--- config.mk ---
export PLATFORM = sky130hd
export DESIGN_NAME = digit_serial_adder
export DESIGN_NICKNAME = d
export VERILOG_FILES = /design/src/rtl/digit_serial_adder.sv
export SDC_FILE = /design/constraint.sdc
export NUM_CORES = 1
export LEC_CHECK = 0
export CAP_MARGIN = 0
export CORE_ASPECT_RATIO = 1.4
export CORE_MARGIN = 2
export CORE_UTILIZATION = 30
export CTS_BUF_LIST = sky130_fd_sc_hd__clkbuf_16
export CTS_CLUSTER_DIAMETER = 150
export DETAILED_ROUTE_END_ITERATION = 10
export SLEW_MARGIN = 25
export SYNTH_ARGS = -nofsm -noshare
export SYNTH_HDL_FRONTEND = slang
export SYNTH_SLANG_ARGS = --single-unit
--- constraint.sdc ---
create_clock -name clk -period 2.8 [get_ports clk]
set_input_delay 0.56 -clock clk [delete_from_list [all_inputs] [get_ports clk]]
set_output_delay 0.56 -clock clk [all_outputs]
set_load 0.05 [all_outputs]
--- src/rtl/digit_serial_adder.sv ---
// Digit-serial add/subtract unit: one DIGIT-bit slice reused over WIDTH/DIGIT cycles,
// least-significant digit first, with valid/ready handshakes on both sides.
module digit_serial_adder #(
  parameter int unsigned WIDTH = 8,
  parameter int unsigned DIGIT = 2
) (
  input  logic             clk,
  input  logic             rst,
  input  logic             in_valid,
  output logic             in_ready,
  input  logic [WIDTH-1:0] a,
  input  logic [WIDTH-1:0] b,
  input  logic             cin,
  input  logic             sub,
  output logic             out_valid,
  input  logic             out_ready,
  output logic [WIDTH-1:0] sum,
  output logic             cout,
  output logic             ovf
);

  localparam int unsigned N    = WIDTH / DIGIT;
  localparam int unsigned CntW = (N > 1) ? $clog2(N) : 1;
  localparam logic [CntW-1:0] LastCnt = CntW'(N - 1);

  typedef enum logic [1:0] {StIdle, StRun, StDone} state_e;

  state_e           state_q, state_d;
  logic [CntW-1:0]  cnt_q, cnt_d;
  logic [WIDTH-1:0] a_q, a_d, b_q, b_d, sum_q, sum_d;
  logic             carry_q, carry_d, cout_q, cout_d, ovf_q, ovf_d;

  logic [31:0]      lsb;
  logic [DIGIT-1:0] a_dig, b_dig;
  logic [DIGIT:0]   dig_res;

  assign lsb     = 32'(cnt_q) * DIGIT;
  assign a_dig   = a_q[lsb +: DIGIT];
  assign b_dig   = b_q[lsb +: DIGIT];
  assign dig_res = {1'b0, a_dig} + {1'b0, b_dig} + {{DIGIT{1'b0}}, carry_q};

  always_comb begin
    state_d = state_q;
    cnt_d   = cnt_q;
    a_d     = a_q;
    b_d     = b_q;
    sum_d   = sum_q;
    carry_d = carry_q;
    cout_d  = cout_q;
    ovf_d   = ovf_q;
    unique case (state_q)
      StIdle: begin
        if (in_valid) begin
          // Subtraction is A + ~B + 1, so cin is overridden by the forced carry.
          a_d     = a;
          b_d     = sub ? ~b : b;
          carry_d = sub | cin;
          sum_d   = '0;
          cnt_d   = '0;
          state_d = StRun;
        end
      end
      StRun: begin
        sum_d[lsb +: DIGIT] = dig_res[DIGIT-1:0];
        carry_d             = dig_res[DIGIT];
        if (cnt_q == LastCnt) begin
          // The last digit carries the result MSB, so overflow is decided here.
          cout_d  = dig_res[DIGIT];
          ovf_d   = (a_q[WIDTH-1] == b_q[WIDTH-1]) && (dig_res[DIGIT-1] != a_q[WIDTH-1]);
          state_d = StDone;
        end else begin
          cnt_d = cnt_q + 1'b1;
        end
      end
      StDone: begin
        if (out_ready) state_d = StIdle;
      end
      default: state_d = StIdle;
    endcase
  end

  always_ff @(posedge clk) begin
    if (rst) begin
      state_q <= StIdle;
      cnt_q   <= '0;
      a_q     <= '0;
      b_q     <= '0;
      sum_q   <= '0;
      carry_q <= 1'b0;
      cout_q  <= 1'b0;
      ovf_q   <= 1'b0;
    end else begin
      state_q <= state_d;
      cnt_q   <= cnt_d;
      a_q     <= a_d;
      b_q     <= b_d;
      sum_q   <= sum_d;
      carry_q <= carry_d;
      cout_q  <= cout_d;
      ovf_q   <= ovf_d;
    end
  end

  assign in_ready  = (state_q == StIdle);
  assign out_valid = (state_q == StDone);
  assign sum       = sum_q;
  assign cout      = cout_q;
  assign ovf       = ovf_q;

endmodule

# After elaboration in Yosys (flattened, before gate mapping)

Cells that the tools add are included.

$add $sub $neg: 4
$mul: 0
Divide/modulo/power cells: 0
Order comparisons: 0
Eq/ne operators: 9
Shift-type cells: 4
Mux-type cells: 13
Bitwise operators: 2
Reduce and logical (&&, ||, !) cells: 8

Operator list:

| cell                                                                     | number |
|---|---|
| 3-bit negator with 34-bit output                                         | 1 |
| 2-bit by 34-bit variable shift with 8-bit output (first input constant)  | 1 |
| 2-bit by 34-bit indexed part select with 8-bit output                    | 1 |
| 8-bit two-way mux                                                        | 2 |
| 8-bit case mux with 2 select lines                                       | 1 |
| 8-bit by 4-bit indexed part select with 2-bit output                     | 2 |
| 2-bit two-way mux                                                        | 5 |
| 8-bit bitwise mux                                                        | 1 |
| 8-bit inverter                                                           | 1 |
| 2-bit inequality test (second input constant)                            | 3 |
| 2-bit case mux with 3 select lines                                       | 1 |
| 2-bit AND reduction                                                      | 3 |
| 3-bit AND reduction                                                      | 2 |
| 2-bit == test (second input constant)                                    | 2 |
| 2-bit case mux with 2 select lines                                       | 1 |
| 2-bit by 2-bit adder with 3-bit output                                   | 1 |
| 3-bit by 1-bit adder with 3-bit output                                   | 1 |
| 2-bit by 1-bit adder with 2-bit output (second input constant)           | 1 |
| 2-bit by 1-bit == test with 1-bit output (second input constant)         | 1 |
| 2-bit zero test                                                          | 1 |
| 2-bit by 1-bit inequality test with 1-bit output (second input constant) | 1 |
| 1-bit case mux with 2 select lines                                       | 1 |
| 2-bit nonzero test                                                       | 1 |
| 1-bit == test                                                            | 1 |
| 4 further kinds                                                          | 4 |

Flip-flop bits (word level): 31
Latch bits: 0
RAM bits: 0
ROM bits: 0
Input port bits: 22
Output and inout bits: 12
Word-level logic and storage cells: 48
Memories: 0

# Logic depth before layout (Yosys ltp)

Gate-level depths: netlist (run 1).

Word-level depth: 6
Depth in mapped cells: 7
Mapped depth without buffers: 6

# Worst setup path before layout (run 1)

OpenSTA, ideal clock, no wires.

Path type: register -> register
Start: register cnt_q[0]
End: register ovf_q (netlist: ovf)
Library setup time: 95 ps
Arrival time: 2,366 ps
Required time: 2,705 ps
Setup slack: 338 ps
Cell stages (with the launch flop): 7
Buffers on the path: 1
Clock period less this slack: 2,462 ps
Cells stage by stage: dfxtp_1 -> buf_2 -> mux4_2 -> fa_1 -> fa_1 -> nand3b_1 -> a221oi_1

Cells in the longest elaborated chain, start to end: 5
Elaborated cells between the ends (all ways): 8
Classes of those cells: add/sub: 2; eq/ne: 2; shift: 2; reduce/logical: 2

RTL lines:

| item                                                                           | RTL line | source |
|---|---|---|
| from (decl)                                                                    | 29       | `logic [CntW-1:0] cnt_q, cnt_d;` |
| from (signal assigned)                                                         | 94       | `cnt_q <= cnt_d;` |
| 8-bit by 4-bit indexed part select with 2-bit output, on equally long branches | 38, 39   |  |
| 2-bit by 2-bit adder with 3-bit output                                         | 40       | `assign dig_res = {1'b0, a_dig} + {1'b0, b_dig} + {{DIGIT{1'b0}}, carry_q};` |
| 3-bit by 1-bit adder with 3-bit output                                         | 40       |  |
| 1-bit inequality test                                                          | 69       | `ovf_d = (a_q[WIDTH-1] == b_q[WIDTH-1]) && (dig_res[DIGIT-1] != a_q[WIDTH-1]);` |
| 1-bit logical AND                                                              | 69       |  |
| to (signal assigned)                                                           | 100      | `ovf_q <= ovf_d;` |
| to (decl)                                                                      | 31       | `logic carry_q, carry_d, cout_q, cout_d, ovf_q, ovf_d;` |

Several ways; a longest one is shown, not always the timed one.
A chain may end at the register's enable or synchronous reset.

# Final worst setup path (run 1)

Start: register state_q[1]
End: output out_valid

Cells in the longest elaborated chain, start to end: 1

RTL lines:

| item                   | RTL line | source |
|---|---|---|
| from (decl)            | 28       | `state_e state_q, state_d;` |
| from (signal assigned) | 84       | `state_q <= StIdle;` |
| from (signal assigned) | 93       | `state_q <= state_d;` |
| 2-bit == test          | 105      | `assign out_valid = (state_q == StDone);` |
| to (decl)              | 15       | `output logic out_valid,` |

No other way between the ends.

==> results.json, run 1 <==
{
  "cts-resized-gates": 0,
  "num_vias": 1231,
  "totalWireLength_mm": 3.45,
  "finalClockSkew_ps": 3.51,
  "setup.worst_path.start_class": "flip-flop",
  "synth_nets": 191,
  "synth.cells.most_frequent": "sky130_fd_sc_hd__dfxtp_1 (31), sky130_fd_sc_hd__nand2_1 (19), sky130_fd_sc_hd__a21oi_1 (15), sky130_fd_sc_hd__nor2_1 (14)",
  "setup_tns_ps": 0,
  "cp-end-kind": "primary output",
  "postSynthRegisterBits": 31,
  "yosys.area.top_type": "sky130_fd_sc_hd__dfxtp_1",
  "io-pin-count": 34,
  "gpl.final_weighted_congestion": 0.852,
  "power.total_w": 0.00118,
  "yosys_warnings": 0,
  "timing_max_transition_violations_final": 0,
  "setup_repair_after_global_routing_missed_its_margin": "no",
  "antenna_violations_before_repair": 0,
  "worst_slew_pin_slew_ps": 586,
  "timing.setup.critical_path_class": "reg -> out",
  "critPathTopFamily": "buffers and inverters",
  "h-tree-depth": 2,
  "fin_crit_ps": 2510,
  "most_common_cell_in_the_synthesized_netlist": "sky130_fd_sc_hd__dfxtp_1",
  "max_stage_delay_ps": 820,
  "maximum_number_of_pins_on_one_net_before_global_route_repair": 25,
  "placement_rows": 31,
  "clkSinkCount": 31,
  "ant_nets": 0,
  "worstPathBufferInverterCount": 1,
  "synth_top_area_share_pct": 38.7,
  "yosys.cell_types.count": 37,
  "run_status": "complete, no violations",
  "setup_viol": 0,
  "crit_required_ps": 2240,
  "cts-buffers-inserted": 5,
  "synthFlopType": "sky130_fd_sc_hd__dfxtp_1",
  "yosys-top-cells-area": "sky130_fd_sc_hd__dfxtp_1 (39%), sky130_fd_sc_hd__mux4_2 (5.6%), sky130_fd_sc_hd__a21oi_1 (4.7%), sky130_fd_sc_hd__nand2_1 (4.4%), sky130_fd_sc_hd__a22o_1 (4.4%)",
  "antenna_cells": 0,
  "ys_async_sr_fraction_pct": 0,
  "port_buffers": 33,
  "number_of_enable_type_register_cells_in_the_synthesized_netlist": 0,
  "grt_pass1_vias": 1240,
  "tritoncts": "done",
  "drive_gt1_share_pct": 15.2,
  "root_buffer": "sky130_fd_sc_hd__clkbuf_16",
  "critical_path_arrival_ps": 1950,
  "cts.reportedPaths.clkPinSlew_ps": 50,
  "areaGrowthSynthToFinish_pct": 31.9,
  "initial_util_pct": 31.1,
  "horizontal_die_dimension_microns": 65.8,
  "maxSlewHeadroom_pct": 60.8,
  "synth.cell_area_sq_mm": 0.00160,
  "critical_path_maximum_fanout": 13,
  "grt.overflow.total": 0,
  "path_cells": "nor2b_1, clkdlybuf4s50_1",
  "routedWlPerCell_microns": 13.1,
  "die_height_microns": 90.5,
  "max_cap_violations": 0,
  "die-area_sq_mm": 0.00595,
  "irDropWorstVdd_uv": 191,
  "viasPerCell": 4.68,
  "clkLatencyLatePin_ps": 280,
  "drt-initial-drc-count": 54,
  "fin_crit_sh_pct": 89.6,
  "fmax_mhz": 399,
  "post_cts_hold_buffer_count": 0,
  "timing.hold.worst.class": "reg -> reg",
  "post-cts-setup-buffers": 0,
  "grt_pass1_wl_mm": 5.82,
  "ys_seq_area_share_pct": 38.7,
  "synthesis.area_per_instance_sq_um": 9.83,
  "place.detailed.hpwl_mm": 2.59,
  "hold_violations": 0,
  "layout.nets": 224,
  "grt_use_total_pct": 13.2,
  "detailedRoute.firstPassIterationCount": 2,
  "core_sq_mm": 0.00516,
  "remaining_drc_errors": 0,
  "power_leakage_nw": 0.800,
  "cellPowerDensity_mw_per_mm2": 558,
  "cpMaxStageDelayCell": "sky130_fd_sc_hd__clkdlybuf4s50_1",
  "postSynthCellCount": 163,
  "max-clock-path-buffers": 2
}
## worst reg2reg max path: cells and delay by family, from the launching register on
family / cells / cell delay, ps
muxes: 1 / 540
and+or+nand+nor: 1 / 190
AOI/OAI and AO/OA: 1 / 230
adders and majority gates: 2 / 940
DFF: 1 / 420
## layout make-up
| cell class | instances | area [sq um] |
|---|---|---|
| inverters | 5 | 18.8 |
| multi-input cells | 114 | 877 |
| clock inverters | 3 | 15.0 |
| clock buffers | 5 | 125 |
| fillers | 531 | 3040 |
| repair buffers | 39 | 375 |
| well taps | 66 | 82.6 |
| flip-flops and latches | 31 | 621 |
## placed cells by master, fill, tap and decap left out, types with 2 or more instances in the layout
cell                              netlist  routed
sky130_fd_sc_hd__a211oi_1               4       4
sky130_fd_sc_hd__a211oi_2               4       4
sky130_fd_sc_hd__a21oi_1               15      15
sky130_fd_sc_hd__a22o_1                 8       8
sky130_fd_sc_hd__a31oi_1                3       3
sky130_fd_sc_hd__and3_1                 3       3
sky130_fd_sc_hd__buf_4                  3       6
sky130_fd_sc_hd__clkbuf_16              0       5
sky130_fd_sc_hd__clkdlybuf4s50_1        0      33
sky130_fd_sc_hd__clkinv_2               0       3
sky130_fd_sc_hd__dfxtp_1               31      31
sky130_fd_sc_hd__fa_1                   2       2
sky130_fd_sc_hd__ha_1                   4       4
sky130_fd_sc_hd__inv_1                  5       5
sky130_fd_sc_hd__mux2_2                 4       4
sky130_fd_sc_hd__mux2i_1                2       2
sky130_fd_sc_hd__mux4_2                 4       4
sky130_fd_sc_hd__nand2_1               19      19
sky130_fd_sc_hd__nand3_1                2       2
sky130_fd_sc_hd__nand3b_1               2       2
sky130_fd_sc_hd__nor2_1                14      14
sky130_fd_sc_hd__nor2b_1                2       2
sky130_fd_sc_hd__xnor2_1                8       8
## sequential cells by signal, indices dropped and copies added, names as in the netlist
register and count:
state_q 2, ovf 1, a_q 8, b_q 8
cout 1, cnt_q 2, sum 8, carry_q 1
## path summary, 6_finish.rpt
path	startpoint	to	slack, ps	cells past startpoint
setup / recovery	state_q[1]	out_valid	290	2
hold / removal	a_q[3]	a_q[3]	460	2
setup reg to reg	cnt_q[0]	ovf	370	5
hold reg to reg	a_q[3]	a_q[3]	460	2
## kinds of logic (layout without fill, tap and decap cells)
kind of cell               after synthesis  after routing  share of synthesized area, %
AOI/OAI and AO/OA                       38             38                          17.2
buffers and inverters                   18             52                          6.56
adders and majority gates                6              6                          5.62
DFF                                     31             31                          38.7
and+or+nand+nor                         52             52                          17.9
muxes                                   10             10                          9.68
xor gates and xnor gates                 8              8                          4.37
## where the power goes
part | switching [W] | internal (W) | total [W]
combinational | 0.0000923 | 0.0000968 | 0.000189
clock | 0.000188 | 0.000323 | 0.000511
sequential | 0.0000161 | 0.000464 | 0.000480
total | 0.000296 | 0.000884 | 0.00118
## per-layer routing
layer	part of all wire, %	GRT usage, %
met3	3.2	3.24
met2	51	21.7
met1	43	14.5
met5	0	0
met4	2.9	8.85
## metrics by stage
| stage | util [%] | setup slack (ps) | std cells | instance area, sq um | hold slack [ps] |
|---|---|---|---|---|---|
| after floorplan | - | 338 | 163 | 1600 | 433 |
| after global placement | 38.3 | 399 | 255 | 1970 | 448 |
| after detailed placement | 38.3 | 338 | 255 | 1970 | 454 |
| after CTS | 41.0 | 283 | 263 | 2110 | 461 |
| after global routing | 41.0 | 159 | 263 | 2110 | 481 |
| final | 41.0 | 292 | 263 | 2110 | 460 |
(Power assumes the default switching activity.)
==> run 2, diff against run 1 <==
--- a/config.mk
+++ b/config.mk
@@ -10,7 +10,8 @@
 export CORE_MARGIN = 2
 export CORE_UTILIZATION = 30
 export CTS_BUF_LIST = sky130_fd_sc_hd__clkbuf_16
-export CTS_CLUSTER_DIAMETER = 150
+export CTS_CLUSTER_DIAMETER = 100
+export CTS_CLUSTER_SIZE = 25
 export DETAILED_ROUTE_END_ITERATION = 10
 export SLEW_MARGIN = 25
 export SYNTH_ARGS = -nofsm -noshare
==> results of run 2 <==
No change in the layout: final DEF, timing and power equal those of run 1.
==> run 3, diff against run 2 <==
==> constraint.sdc (replaced) <==
create_clock -name clk -period 2.8 [get_ports clk]
set_input_delay 0.56 -clock clk [delete_from_list [all_inputs] [get_ports clk]]
set_output_delay 0.56 -clock clk [all_outputs]
set_load 0.005 [all_outputs]
==> run 3 against run 2 <==
Compared with the run above:
- fmax grew 3.3%
- flip-flop and latch count did not move
- combinational power is 5% lower
- sequential power is essentially flat
- sequential share of layout area is 0.16 points higher
- final cell count fell by 0.76%
- final area down 0.53%
- critical endpoint is now ovf
- register-to-register slack is essentially flat
==> results.json, run 3 (synthesized netlist as in run 1, its figures left out) <==
{
  "run_status": "complete, no violations",
  "detailedRoute.firstPassIterationCount": 4,
  "num_vias": 1228,
  "cellPowerDensity_mw_per_mm2": 545,
  "timing.hold.worst.class": "reg -> reg",
  "setup_repair_after_global_routing_missed_its_margin": "no",
  "crit_required_ps": 2980,
  "fmax_mhz": 412,
  "most_frequent_standard_cell_in_the_layout_excluding_fill_and_tap_cells": "sky130_fd_sc_hd__clkdlybuf4s50_1",
  "placement_rows": 31,
  "areaGrowthSynthToFinish_pct": 31.2,
  "grt_use_total_pct": 12.7,
  "post-cts-setup-buffers": 0,
  "remaining_drc_errors": 0,
  "maxSlewHeadroom_pct": 69.3,
  "crit_path_frequent_cell": "sky130_fd_sc_hd__fa_1",
  "placed_cell_area_sq_mm": 0.00197,
  "port_buffers": 33,
  "grt_pass1_wl_mm": 5.72,
  "most-common-layout-cells": "sky130_fd_sc_hd__clkdlybuf4s50_1 (33), sky130_fd_sc_hd__dfxtp_1 (31), sky130_fd_sc_hd__nand2_1 (19)",
  "post-route-cell-area_sq_mm": 0.00210,
  "layout.nets": 224,
  "routedWlPerCell_microns": 13.2,
  "max-clock-path-buffers": 2,
  "fin_hold_ws_ps": 460,
  "setup.worst_path.start_class": "flip-flop",
  "fin_crit_sh_pct": 86.7,
  "timing.setup.critical_path_class": "reg -> reg",
  "clkLatencyLatePin_ps": 270,
  "critPathTopFamily": "adder cells",
  "maximum_number_of_pins_on_one_net_before_global_route_repair": 31,
  "irDropWorstVdd_uv": 274,
  "power.total_w": 0.00115,
  "cp-end-kind": "flip-flop",
  "clkSinkCount": 31,
  "worst_slack_ps": 373,
  "worstPathBufferInverterCount": 0,
  "drive_gt1_share_pct": 13.8,
  "root_buffer": "sky130_fd_sc_hd__clkbuf_16",
  "max_stage_delay_ps": 550,
  "totalWireLength_mm": 3.45,
  "cts-resized-gates": 0,
  "hold_violations": 0,
  "cpMaxStageDelayCell": "sky130_fd_sc_hd__mux4_2",
  "gpl.final_weighted_congestion": 0.836,
  "grt_pass1_vias": 1243,
  "place_worst_setup_slack_ps": 362,
  "core_sq_mm": 0.00516,
  "power_leakage_nw": 0.794,
  "drt-initial-drc-count": 58,
  "h-tree-depth": 2,
  "path_cells": "mux4_2, fa_1, fa_1, nand3b_1, a221oi_1",
  "viasPerCell": 4.70,
  "critical_path_arrival_ps": 2610,
  "grt.overflow.total": 0,
  "initial_util_pct": 31.1,
  "cts.reportedPaths.clkPinSlew_ps": 50,
  "cts-buffers-inserted": 5,
  "critical_path_maximum_fanout": 4,
  "max_cap_violations": 0,
  "die-area_sq_mm": 0.00595,
  "setup_viol": 0,
  "timing_max_transition_violations_final": 0,
  "antenna_violations_before_repair": 0,
  "antenna_cells": 0,
  "tritoncts": "done",
  "post_cts_hold_buffer_count": 0,
  "horizontal_die_dimension_microns": 65.8,
  "fin_crit_ps": 2430,
  "io-pin-count": 34,
  "die_height_microns": 90.5,
  "ant_nets": 0,
  "setup_tns_ps": 0,
  "place.detailed.hpwl_mm": 2.51,
  "worst_slew_pin_slew_ps": 460,
  "finalClockSkew_ps": 4.55
}
==> run 3: cell types whose count changed in the layout (fill, tap and decap cells not counted), sizes merged <==
cell	delta
inv	+1
clkinv	-3
==> run 3: per-stage QoR <==
stage	instances	util, %
floorplan	163	-
finish	261	40.8
CTS	261	40.8
global route	261	40.8
detailed placement	255	38.3
global placement	255	38.3
==> run 3: worst paths after layout <==
check / from / slack (ps) / endpoint / cells past startpoint
worst min register to register: a_q[6] / 460 / a_q[6] / 2
worst max-delay path: cnt_q[0] / 370 / ovf / 5
worst min-delay path: a_q[6] / 460 / a_q[6] / 2
worst max register to register: cnt_q[0] / 370 / ovf / 5
==> run 3: per-layer routing <==
metal | track usage [%] | share of wire [%] | up-vias | wire, microns
met1 | 13.9 | 44 | 552 | 1530
met2 | 21.3 | 49 | 25 | 1690
li1 | - | - | 642 | -
met5 | 0 | 0 | - | 0
met4 | 6.08 | 2.7 | 0 | 93
met3 | 4.24 | 3.8 | 9 | 132
==> run 3: power breakdown <==
part           total [W]  switching (W)  internal (W)
combinational   0.000180      0.0000829     0.0000968
sequential      0.000480      0.0000156      0.000465
clock           0.000485       0.000171      0.000314
==> run 3: worst min-delay path: cells and delay by family, from the launching register on <==
kind | cells | cell delay [ps]
compound gates | 1 | 50
flops | 1 | 310
simple gates | 1 | 50
==> run 3: final cells by class <==
class,instances,area (sq um)
timing repair buffer,39,375
clock inverter,1,3.75
clock buffer,5,125
fill,502,3060
multi-input combinational,114,877
sequential,31,621
tap,66,82.6
inverter,5,18.8
==> patch 1 (settings of run 3) <==
Change the parameter `WIDTH` from 8 to 16.
--- a/src/rtl/digit_serial_adder.sv
+++ b/src/rtl/digit_serial_adder.sv
@@ -1,7 +1,7 @@
 // Digit-serial add/subtract unit: one DIGIT-bit slice reused over WIDTH/DIGIT cycles,
 // least-significant digit first, with valid/ready handshakes on both sides.
 module digit_serial_adder #(
-  parameter int unsigned WIDTH = 8,
+  parameter int unsigned WIDTH = 16,
   parameter int unsigned DIGIT = 2
 ) (
   input  logic             clk,
Interface: changed (resized a, b and sum); port bits go from 34 to 58. No check against the original RTL was run, so the function may have changed too.
==> patch 1 against run 3 <==
Area after synthesis grew 72%; sequential power up 81%; non-clock buffer count rose by 27; clock power is 44% higher; cell area rose by 71%; worst setup slack lost 250 ps; routed wire length up 84%; sequential cell count increased by 25; clock skew decreased by 2.2 ps; count of clock-buffer cells in the layout unchanged; power up 68%; largest power group is now registers; highest routed layer unchanged.
==> patch 1: results (changes against run 3) <==
| Metric | Value |
|---|---|
| Hold path start | sum[2] |
| Routed met3 length | 198 um (+50%) |
| Grt met1 use | 0.1486 (+0.009445) |
| Syn_nets | 341 (+79%) |
| Post-Synth XOR/XNOR Area | 0.05079 (+0.007078) |
| Vias in the first global route | 2180 (+75%) |
| Post-synthesis sequential area ratio | 0.4063 (+0.01915) |
| Pre-CTS WS | -72.76 ps (-434.4 ps) |
| Clk_lat worst skew | 290 ps (+20 ps) |
| Post-synthesis mux area share | 0.07982 (-0.01698) |
| Post-Route WL | 6342 um (+84%) |
| Max IR drop VDD | 309.6 uV (+13%) |
| Min-Delay Endpoint | sum[2] |
| Via/cell ratio | 5.002 (+6.3%) |
| M1 WL | 2552 um (+66%) |
| Synth cell types | 46 (+24%) |
| Synth Area in Adders | 0.04626 (-0.009948) |
| Status | finished, final reports clean |
| Port Buf Inserts | 57 (+73%) |
| Layout Cells excl Fill | 450 (+72%) |
| Net count, final | 389 (+74%) |
| Routability cong. | 0.7918 (-5.3%) |
| Worst-path clk slew | 70 ps (+20 ps) |
| CP max stage delay | 670 ps (+120 ps) |
| First-pass GRT wire length | 10610 um (+85%) |
| Grt met2 use | 0.2378 (+0.02483) |
| Worst r2r path cells | 7 (+2) |
| Final Skew | 2.318 ps (-2.233 ps) |
| Post-DP Area | 0.003418 sq mm (+73%) |
| Worst r2r dst | sum[9] |
| Total track usage | 0.1303 (+0.003704) |
| Flop-to-flop setup slack | 120 ps (-250 ps) |
| Detailed Route Iter0 Violations | 65 (+12%) |
| Lkg Pwr | 1.274 nW (+60%) |
| Slowest library cell on the worst path | fa_2 |
| Synth cell count leaders | dfxtp_1, nand2_1, a21oi_1 |
| Seq group | 871 uW (+81%) |
[patch 1: cell count changes after synthesis, sizes merged, moves of 7 or more]
cell    delta
a211oi     +9
a21oi      +8
a22o       -8
dfxtp     +25
mux2i      +8
nand2     +17
nor2       +7
xnor2      +8
[patch 1: layout make-up]
cell class	count	area, sq um
clock buffers	5	125.1
clock inverters	3	38.79
fillers	905	5388
inverters	6	22.52
multi-input cells	207	1490
flip-flops and latches	56	1129
well taps	107	133.9
repair buffers	66	650.6
[patch 1: metrics by stage]
| stage | utilization | total power [mW] |
|---|---|---|
| finish | 0.3999 | 1.921 |
| global route | 0.3999 | 2.015 |
| CTS | 0.3993 | 1.940 |
| detailed placement | 0.3808 | 1.247 |
| global placement | 0.3808 | 1.241 |
| floorplan | - | 1.115 |
[patch 1: timing repair]
action | 4_1_cts | 5_1_grt
gates resized for setup | 2 | 2
pin swaps | 0 | 1
endpoints found under the setup margin | 2 | 1
==> patch 2 (config.mk and constraints of run 3) <==
Without the edit above. The 3 states of `state_e` get a one-hot encoding in 3 bits.
--- a/src/rtl/digit_serial_adder.sv
+++ b/src/rtl/digit_serial_adder.sv
@@ -23,7 +23,7 @@
   localparam int unsigned CntW = (N > 1) ? $clog2(N) : 1;
   localparam logic [CntW-1:0] LastCnt = CntW'(N - 1);
 
-  typedef enum logic [1:0] {StIdle, StRun, StDone} state_e;
+  typedef enum logic [2:0] {StIdle = 3'b001, StRun = 3'b010, StDone = 3'b100} state_e;
 
   state_e           state_q, state_d;
   logic [CntW-1:0]  cnt_q, cnt_d;
Check against the original RTL: no difference found for any inputs over 10 cycles, from zero or initial values and one cycle with rst high; not proved beyond that.
==> patch 2 against run 3 <==
Worst setup slack got worse by 81 ps; non-clock buffer count shrank 3; area after synthesis shrank 2.8%; routed wire length fell by 8.7%; combinational power shrank 18%; largest cell class unchanged; clock skew rose by 0.61 ps; cell area fell by 0.18%; sequential cell count grew 1; critical endpoint unchanged; critical path type unchanged; count of clock-buffer cells in the layout unchanged; power grew 8.0%; sequential share of layout area rose by 1.0 points.
==> patch 2: results (changes against run 3) <==
| Metric | Value |
|---|---|
| Total track usage | 0.1250 (-0.001643) |
| Final Skew | 5.160 ps (+0.6095 ps) |
| Status | finished, final reports clean |
| Pre-CTS WS | 263.3 ps (-98.38 ps) |
| CP Capture Type | flop |
| First-pass GRT wire length | 5526 um (-3.4%) |
| Routed length per instance | 11.98 um (-9.4%) |
| Setup Fix Bufs, Post-CTS | 0 (unchanged) |
| Initial antenna violation count | 0 (unchanged) |
| Syn_nets | 193 (+1.0%) |
| HPWL Detailed | 2373 um (-5.6%) |
| Clk_lat worst skew | 270 ps (about the same) |
| Cell with the most instances after synthesis | dfxtp_1 |
| CTS Root Cell | clkbuf_16 |
| Synth cell types | 38 (+2.7%) |
| WS Path Type | flop to flop |
| Worst r2r dst | ovf |
| TritonCTS buffer count | 5 (unchanged) |
| Detailed Route Iter0 Violations | 35 (-40%) |
| Routability cong. | 0.7214 (-14%) |
| Lkg Pwr | 0.7271 nW (-8.4%) |
| Worst EP arrival | 2660 ps (+50 ps) |
| Min-delay worst type | flop to flop |
| Synth warn | 0 (unchanged) |
| Fillers | 510 (+1.6%) |
| Largest delay contributor family on the critical path | adder cells |
| CP max stage delay | 560 ps |
| Slowest library cell on the worst path | mux4_2 |
| Crit. Startpoint | cnt_q[0] |
| Net count, final | 224 (unchanged) |
| Post-CTS resize count | 0 (unchanged) |
| Htree depth | 2 (unchanged) |
| Layout cells sized above 1 | 0.07614 (-0.06232) |
| Port Buf Inserts | 33 (unchanged) |
| Max transition margin | 0.6415 (-0.05111) |
| Vias in the first global route | 1192 (-4.1%) |
| Max IR drop VDD | 332.3 uV (+21%) |
| Worst-path clk slew | 50 ps (about the same) |
| Antenna diodes | 0 (unchanged) |
| Largest net degree at the start of global routing | 26 (-16%) |
| Post-synthesis sequential area ratio | 0.4112 (+0.02405) |
| Worst-case clock buffer depth | 2 (unchanged) |
| Synth cell count leaders | dfxtp_1, nand2_1, a21oi_1 |
| Worst r2r path cells | 6 (+1) |
| Critical Path Fanout Max | 5 (+1) |
| Pre-antenna DRT Iters | 4 (unchanged) |
| Ys async rst share | 0 (unchanged) |
| Top cells by area, synth | dfxtp_1, mux4_2, nand2_1, a21oi_1, xnor2_1 |
| DR vias | 1259 (+2.5%) |
[patch 2: cell types whose count changed after synthesis, sizes merged, moves of 2 or more]
cell / before / now
nand3b: 3 / 1
nor4bb: 0 / 3
a31oi: 3 / 1
and4bb: 0 / 2
nor3: 1 / 6
and3: 3 / 0
o21ai: 0 / 2
clkbuf: 4 / 2
o32ai: 0 / 2
a32o: 0 / 2
o2bb2ai: 0 / 4
nand3: 2 / 4
a22o: 8 / 0
mux2: 4 / 0
[patch 2: cell families (layout without fill, tap and decap cells)]
family	Yosys count	in the layout	share of synthesized area
simple gates	62	62	0.2233
compound gates	34	34	0.1470
flops	32	32	0.4112
buf+inv	18	50	0.05141
xor+xnor	8	8	0.04498
fa+ha+maj	6	6	0.05783
mux	5	5	0.06426
[patch 2: worst min-delay path: cells and delay by family (launching register included)]
family	cells	cell delay (ps)
flip-flops	1	300
AO/OA/AOI/OAI	1	50
AND/OR/NAND/NOR	1	50
[patch 2: routing by layer]
metal / wire length, um / share of wire / GRT usage / up-vias
met5: 0 / 0 / 0 / -
met4: 61 / 0.019 / 0.06963 / 0
met3: 100 / 0.032 / 0.02771 / 6
met2: 1578 / 0.50 / 0.2156 / 28
met1: 1410 / 0.45 / 0.1432 / 570
li1: - / - / - / 655
[patch 2: where the power goes]
group          switching [mW]  total, mW  leakage, nW  internal [mW]
Combinational          0.0682      0.148        0.381         0.0797
Sequential             0.0199      0.500        0.261          0.480
Clock                   0.176      0.590       0.0850          0.413
[patch 2: final cells by class]
| cell class | count | area, sq um | area share |
|---|---|---|---|
| multi-input cells | 115 | 837.1 | 0.3987 |
| clock buffers | 5 | 125.1 | 0.05959 |
| repair buffers | 36 | 352.8 | 0.1681 |
| flip-flops and latches | 32 | 640.6 | 0.3051 |
| clock inverters | 3 | 38.79 | 0.01847 |
| well taps | 66 | 82.58 | 0.03933 |
| inverters | 6 | 22.52 | 0.01073 |
[patch 2: stage by stage]
stage	hold WS (ps)	instance area (sq um)	instances	utilization	total power, mW
after CTS	459.0	2100	263	0.4132	1.256
after global placement	444.4	1936	255	0.3809	0.6589
after detailed placement	452.1	1936	255	0.3809	0.6595
after floorplan	433.1	1558	165	-	0.6034
final	454.4	2100	263	0.4132	1.237
after global routing	483.2	2100	263	0.4132	1.299
[patch 2: worst min-delay path by stage]
stage	startpoint	slack, ps	endpoint	cells after the start
global route	a_q[6]	480	a_q[6]	2
CTS	a_q[6]	460	a_q[6]	2
global placement	a_q[6]	440	a_q[6]	2
detailed placement	a_q[6]	450	a_q[6]	2
finish	a_q[6]	450	a_q[6]	2
floorplan	a_q[4]	430	a_q[4]	2
